==> src/rtl/alu_pkg.sv <==
// alu_pkg
// Shared definitions for the ALU and its writeback stage:
//   - opcode constants (5-bit encoding used on the ALU output interface)
//   - status register bit indices
//   - writeback sequencer state enum
//   - opcode classifier functions used by the writeback stage
package alu_pkg;

  localparam logic [4:0] OPC_NOP   = 5'h00;
  localparam logic [4:0] OPC_LOAD  = 5'h01;
  localparam logic [4:0] OPC_STORE = 5'h02;
  localparam logic [4:0] OPC_AND   = 5'h03;
  localparam logic [4:0] OPC_OR    = 5'h04;
  localparam logic [4:0] OPC_XOR   = 5'h05;
  localparam logic [4:0] OPC_ADD   = 5'h06;
  localparam logic [4:0] OPC_ADDC  = 5'h07;
  localparam logic [4:0] OPC_SUB   = 5'h08;
  localparam logic [4:0] OPC_MUL   = 5'h09;
  localparam logic [4:0] OPC_DIV   = 5'h0A;
  localparam logic [4:0] OPC_SDIV  = 5'h0B;

  localparam int ST_ZERO    = 0;
  localparam int ST_CARRY   = 1;
  localparam int ST_NEG     = 2;
  localparam int ST_WIDE_NZ = 3;

  // EMPTY: no beat pending; LO: low/normal word on the write port;
  // HI: high word (MUL) or remainder (DIV) on the write port
  typedef enum logic [1:0] {
    EMPTY = 2'd0,
    LO    = 2'd1,
    HI    = 2'd2
  } wb_state_e;

  // Opcodes that produce a register-file write (AND through DIV).
  // LOAD is written back by the memory path, SDIV is not handled here.
  function automatic logic opc_writes(input logic [4:0] opc);
    return (opc >= OPC_AND) && (opc <= OPC_DIV);
  endfunction

  // Opcodes whose second result word also goes to the register file
  function automatic logic opc_wide(input logic [4:0] opc);
    return (opc == OPC_MUL) || (opc == OPC_DIV);
  endfunction

endpackage

==> src/rtl/alu_writeback.sv <==
// alu_writeback
// Receiving end of the ALU output interface. Accepts one ALU result per
// valid/ready handshake and sequences the register-file write port: one
// beat for normal results, two beats (rd, then rd+1) for MUL/DIV. Also owns
// the architectural status register that feeds the ALU statusIn.
//
// Ports:
//   clk, rst      clock, asynchronous active-high reset
//   in_valid      ALU result valid
//   in_ready      block can accept a result this cycle
//   in_opc        opcode of the result
//   in_rd         destination register
//   in_result     ALU OutA
//   in_overflow   MUL high word / DIV remainder
//   in_status     ALU statusOut
//   rf_stall      register file cannot take a write this cycle
//   wr_en/addr/data  register-file write port
//   status_reg    architectural status
//   wb_count      number of completed write beats (wraps)
module alu_writeback
  import alu_pkg::*;
#(
  parameter int RA_W  = 4,
  parameter int CNT_W = 16
) (
  input  logic             clk,
  input  logic             rst,
  input  logic             in_valid,
  output logic             in_ready,
  input  logic [4:0]       in_opc,
  input  logic [RA_W-1:0]  in_rd,
  input  logic [31:0]      in_result,
  input  logic [31:0]      in_overflow,
  input  logic [7:0]       in_status,
  input  logic             rf_stall,
  output logic             wr_en,
  output logic [RA_W-1:0]  wr_addr,
  output logic [31:0]      wr_data,
  output logic [7:0]       status_reg,
  output logic [CNT_W-1:0] wb_count
);

  wb_state_e        state_q, state_d;
  logic [4:0]       opc_q;
  logic [RA_W-1:0]  rd_q;
  logic [31:0]      result_q;
  logic [31:0]      overflow_q;
  logic [7:0]       status_q, status_d;
  logic [CNT_W-1:0] count_q;

  logic accept;
  logic held_wide;
  logic beat_done;
  logic unused_status;

  // Upper status bits from the ALU are not architectural here
  assign unused_status = ^in_status[7:3];

  assign held_wide = opc_wide(opc_q);
  assign beat_done = (state_q != EMPTY) && !rf_stall;
  assign accept    = in_valid && in_ready;

  // Ready depends only on registered state and rf_stall, never on in_valid:
  // a new result may enter whenever the current last beat is leaving.
  always_comb begin
    in_ready = 1'b0;
    unique case (state_q)
      EMPTY:   in_ready = 1'b1;
      LO:      in_ready = !rf_stall && !held_wide;
      HI:      in_ready = !rf_stall;
      default: in_ready = 1'b0;
    endcase
  end

  // Next-state logic for the write-beat sequencer
  always_comb begin
    state_d = state_q;
    unique case (state_q)
      EMPTY: begin
        if (accept && opc_writes(in_opc)) state_d = LO;
      end
      LO: begin
        if (!rf_stall) begin
          if (held_wide)                         state_d = HI;
          else if (accept && opc_writes(in_opc)) state_d = LO;
          else                                   state_d = EMPTY;
        end
      end
      HI: begin
        if (!rf_stall) begin
          if (accept && opc_writes(in_opc)) state_d = LO;
          else                              state_d = EMPTY;
        end
      end
      default: state_d = EMPTY;
    endcase
  end

  // New status value; the wide-nonzero flag records a nonzero second word
  always_comb begin
    status_d = status_q;
    if (accept && (in_opc != OPC_NOP)) begin
      status_d             = '0;
      status_d[ST_ZERO]    = in_status[ST_ZERO];
      status_d[ST_CARRY]   = in_status[ST_CARRY];
      status_d[ST_NEG]     = in_status[ST_NEG];
      status_d[ST_WIDE_NZ] = opc_wide(in_opc) && (in_overflow != '0);
    end
  end

  // State, holding registers, status and beat counter
  always_ff @(posedge clk or posedge rst) begin
    if (rst) begin
      state_q    <= EMPTY;
      opc_q      <= '0;
      rd_q       <= '0;
      result_q   <= '0;
      overflow_q <= '0;
      status_q   <= '0;
      count_q    <= '0;
    end else begin
      state_q  <= state_d;
      status_q <= status_d;
      if (accept) begin
        opc_q      <= in_opc;
        rd_q       <= in_rd;
        result_q   <= in_result;
        overflow_q <= in_overflow;
      end
      if (beat_done) count_q <= count_q + CNT_W'(1);
    end
  end

  // Write port is a pure decode of registered state and holding registers
  assign wr_en      = (state_q != EMPTY);
  assign wr_addr    = (state_q == HI) ? rd_q + RA_W'(1) : rd_q;
  assign wr_data    = (state_q == HI) ? overflow_q : result_q;
  assign status_reg = status_q;
  assign wb_count   = count_q;

endmodule

==> config.mk <==
export PLATFORM = sky130hd
export DESIGN_NAME = alu_writeback
export DESIGN_NICKNAME = d
export VERILOG_FILES = /design/src/rtl/alu_pkg.sv /design/src/rtl/alu_writeback.sv
export SDC_FILE = /design/constraint.sdc
export NUM_CORES = 1
export LEC_CHECK = 0
export ABC_AREA = 1
export CAP_MARGIN = 5
export CELL_PAD_IN_SITES_DETAIL_PLACEMENT = 1
export CELL_PAD_IN_SITES_GLOBAL_PLACEMENT = 1
export CORE_ASPECT_RATIO = 0.5
export CORE_MARGIN = 5
export CORE_UTILIZATION = 30
export CTS_CLUSTER_DIAMETER = 120
export CTS_CLUSTER_SIZE = 25
export DETAILED_ROUTE_END_ITERATION = 10
export PLACE_DENSITY_LB_ADDON = 0.1
export SETUP_SLACK_MARGIN = 0.02
export SYNTH_ARGS = -nofsm -noshare
export SYNTH_HDL_FRONTEND = slang
export SYNTH_SLANG_ARGS = --single-unit
==> constraint.sdc <==
create_clock -name clk -period 3.08 [get_ports clk]
set_input_delay 0.616 -clock clk [delete_from_list [all_inputs] [get_ports clk]]
set_output_delay 0.616 -clock clk [all_outputs]
set_load 0.02 [all_outputs]
# ---- After elaboration in Yosys (flattened, before gate mapping)
# Index checks and enable logic that the tools add are counted.
dict set report word_totals {
  output_inout_bits 62
  in_bits 85
  register_bits 95
  elab_cells 45
}
dict set report classes {
  n_reduce_logical 16
  n_addsub 2
  n_lt_le_gt_ge 2
  eq_ne 9
  mux 9
}
# operator count
set ops {}
lappend ops {{32-bit 2-to-1 mux} 1}
lappend ops {{32-bit nonzero test} 1}
lappend ops {{5-bit by 4-bit equality test with 1-bit output (second input constant)} 4}
lappend ops {{16-bit by 1-bit adder with 16-bit output (second input constant)} 1}
lappend ops {{2-bit 2-to-1 mux} 4}
lappend ops {{1-bit logical AND} 7}
lappend ops {{2-bit != test (second input constant)} 3}
lappend ops {{2-bit case mux with 3 select lines} 1}
lappend ops {{5-bit by 2-bit >= comparator with 1-bit output (second input constant)} 1}
lappend ops {{5-bit by 4-bit <= comparator with 1-bit output (second input constant)} 1}
lappend ops {{5-bit nonzero test} 1}
lappend ops {{4-bit by 1-bit adder with 4-bit output (second input constant)} 1}
lappend ops {{4-bit 2-to-1 mux} 1}
lappend ops {{1-bit case mux with 3 select lines} 1}
lappend ops {{3-bit AND reduction} 1}
lappend ops {{2-bit by 1-bit equality test with 1-bit output (second input constant)} 1}
lappend ops {{2-bit equality test (second input constant)} 1}
lappend ops {{1-bit zero test} 2}
lappend ops {{2-bit zero test} 1}
lappend ops {{1-bit logical OR} 2}
lappend ops {{2-bit nonzero test} 1}
lappend ops {{1-bit 2-to-1 mux} 1}

# ---- Longest topological paths before layout
dict set report depth {
  ltp_word 11
  depth_mapped 9
}

# ---- Worst setup path before layout
# No wires, ideal clock.
dict set report synth_timing {
  kind {reg2out}
  from {register state_q[0]}
  to {output port wr_addr[3]}
  path_stages_with_launch 4
  slack_ps 1195
  arrival_ps 1269
  cell_sequence {dfrtp_1 > nor2_2 > nand4_1 > xnor2_1}
}
dict set report synth_between {
  elab_chain_len 2
}
# item line_no
set synth_lines {}
lappend synth_lines {{start, declared} alu_writeback.sv:43} ;# wb_state_e state_q, state_d;
lappend synth_lines {{start signal, assigned} alu_writeback.sv:122} ;# state_q <= state_d;
lappend synth_lines {{2-bit equality test} alu_writeback.sv:136} ;# assign wr_addr = (state_q == HI) ? rd_q + RA_W'(1) : rd_q;
lappend synth_lines {{4-bit 2-to-1 mux} alu_writeback.sv:136}
lappend synth_lines {{end, declared} alu_writeback.sv:37} ;# output logic [RA_W-1:0] wr_addr,
# No other way between the ends.

# ---- Final worst setup path
dict set report layout_timing {
  from {register state_q[1]}
  to {output port wr_data[23]}
}
dict set report layout_between {
  elab_chain_len 2
}
# item line_no
set layout_lines {}
lappend layout_lines {{2-bit equality test} alu_writeback.sv:137} ;# assign wr_data = (state_q == HI) ? overflow_q : result_q;
lappend layout_lines {{32-bit 2-to-1 mux} alu_writeback.sv:137}
lappend layout_lines {{end, declared} alu_writeback.sv:38} ;# output logic [31:0] wr_data,
# No other way between the ends.

==> impl_metrics.tcl <==
set metrics [dict create \
    synth_enable_flop_cells 0 \
    nets 832 \
    drtPass1Iterations 4 \
    globalRouteTotalUtil_pct 15.21 \
    vias 4162 \
    cts-root-buf "clkbuf_16" \
    setup_viol 0 \
    async_reset_ff_share_pct 100.0 \
    core.rowCount 31 \
    totalPowerFinal_w 0.003586 \
    grt_overflow 0 \
    ir_drop_v 0.0002457 \
    tritoncts "built" \
    numClockSinks 95 \
    antenna_found_initial 0 \
    drive_gt1_share_pct 4.667 \
    synth_commonest_cells "327 x nand2_1, 95 x dfrtp_1, 52 x inv_1" \
    place_area_mm2 0.006175 \
    power_density_mw_per_mm2 554.3 \
    cts_buffers 9 \
    start_kind "register" \
    grt_start_max_net_pins 98 \
    die_area_mm2 0.01794 \
    clk_pin_slew_ps 70 \
    routed_wl_um 13060 \
    finalCriticalPeriod_ps 2824 \
    slowest_delay_ps 630 \
    core_area_mm2 0.01470 \
    worstMarginPinSlew_ps 526.6 \
    netlist_instances 612 \
    die_h_um 97.26 \
    cts_setup_buffers 0 \
    status "completed" \
    ys_seq_elements 95 \
    fmax_mhz 354.0 \
    synthFlopType "dfrtp_1" \
    rsz0062_at_grt "false" \
    h-tree-depth 3 \
    postLayoutCellArea_mm2 0.006470 \
    diodes 0 \
    dp_hpwl_um 9585 \
    gp_congestion 0.7546 \
    die_width_um 184.5 \
    drtIter0Drc 134 \
    cts_resized 0 \
    worstPathCellList "inv_2, nor2_4, inv_2, buf_12, nand2_1, nand2_1, clkdlybuf4s50_1" \
    critPathArrivalTime_ps 2210 \
    remaining_drc_errors 0 \
    grt_use_met2_pct 24.80 \
    hold_buffers 0 \
    crit_family "buffers and inverters" \
    synth_area_leaders "dfrtp_1 52%, nand2_1 27%, inv_1 4.3%" \
    worstSetupPathType "register to output pin" \
    fin_setup_tns_ps 0 \
    period_share_pct 91.70 \
    netlist_area_mm2 0.004568 \
    drv_slew 0 \
    clk_latency_ps 340 \
    first_global_vias 4494 \
    ys_warn_count 0 \
    initial_utilization_pct 31.07 \
    met1_usage_pct 20.88 \
    hold_path.class "register to register" \
    syn2layout_area_growth_pct 41.63 \
    synth_area_leader_cell "dfrtp_1" \
    synth.most_common_cell "nand2_1" \
    hold_viol_final 0 \
    max_cap_viol_count 0 \
    busiest_layer "met2" \
    crit_fanout 18 \
    portBuffers 137 \
    place_inst 932 \
    p_leak_nw 3.255 \
    required_ps 2460 \
    syn_area_per_cell_um2 7.464 \
    maxSlewHeadroom_pct 64.84 \
    wl_per_cell_um 13.77 \
    grt_pass1_wl_um 22330 \
    utilization_pct 44.01 \
    synthDistinctLibCells 24 \
    crit_path_end_kind "output pin" \
    via_per_inst 4.390 \
    final_cells 948 \
    cpMaxStageDelayCell "clkdlybuf4s50_1" \
    yosysSeqAreaShare_pct 52.04 \
    cts_max_path_buffers 2 \
    ant_nets 0 \
    finalClockSkew_ps 9.313 \
    critPathBufInv 4 \
    pin_count 147 \
    synth_top_area_share_pct 52.04 \
    use_met3_pct 3.889 \
]
==> layout make-up <==
class | count | area, µm²
tap | 198 | 247.7
sequential | 95 | 2377
fill | 1816 | 8230
clock inverter | 7 | 70.07
multi-input combinational | 439 | 1862
inverter | 56 | 214.0
clock buffer | 9 | 225.2
timing repair buffer | 144 | 1474
==> placed cells by master, fill, tap and decap left out, types with 5 or more instances in the layout <==
cell | Yosys | layout
nand4_1 | 5 | 5
clkdlybuf4s50_1 | 0 | 137
o21ai_0 | 36 | 36
xor2_1 | 8 | 8
nand2_1 | 327 | 327
inv_1 | 52 | 51
nand3_1 | 11 | 11
dfrtp_1 | 95 | 95
nor2_1 | 32 | 32
clkbuf_16 | 0 | 9
==> worst min-delay path: cells and delay by family (launching register included) <==
family / cells / cell delay [ps]
flip-flops: 1 / 340
AND/OR/NAND/NOR: 2 / 110
==> per-layer routing <==
| metal | wire (µm) | vias up |
|---|---|---|
| met4 | 48 | 0 |
| met2 | 6033 | 85 |
| met5 | 0 | - |
| met3 | 650 | 2 |
| met1 | 6322 | 1978 |
| li1 | - | 2097 |
==> stage by stage <==
step	setup slack [ps]	hold slack (ps)
2_1_floorplan	1195	449.2
3_3_place_gp	370.3	463.1
3_5_place_dp	358.9	465.4
4_1_cts	218.3	483.5
5_1_grt	137.1	497.1
6_report	255.5	481.5
==> cells by family (layout without fill, tap and decap cells) <==
kind of cell | count (synthesis) | after routing | synth area share (%)
XOR/XNOR | 12 | 12 | 2.301
adder cells (fa/ha/maj) | 2 | 2 | 0.5477
other | 1 | 4 | 0.08209
AO/OA/AOI/OAI | 37 | 37 | 4.355
flip-flops | 95 | 95 | 52.04
buffers and inverters | 81 | 216 | 7.560
AND/OR/NAND/NOR | 384 | 384 | 33.11
==> power by group <==
part           leakage, nW  switching (W)  internal (W)
Sequential            1.17       0.000123       0.00143
Clock                0.146       0.000493      0.000632
Combinational         1.94       0.000486      0.000426
==> path summary, 6_finish.rpt <==
check	slack, ps	end	start	cells past startpoint
worst min register to register	480	result_q[10]	result_q[10]	2
min in group asynchronous	660	rd_q[3]	rst	2
worst min-delay path	480	result_q[10]	result_q[10]	2
worst max-delay path	260	wr_data[23]	state_q[1]	7
worst max register to register	1270	opc_q[1]	state_q[0]	7
max in group asynchronous	1630	state_q[0]	rst	3
Power figures use the tool's default switching activity.
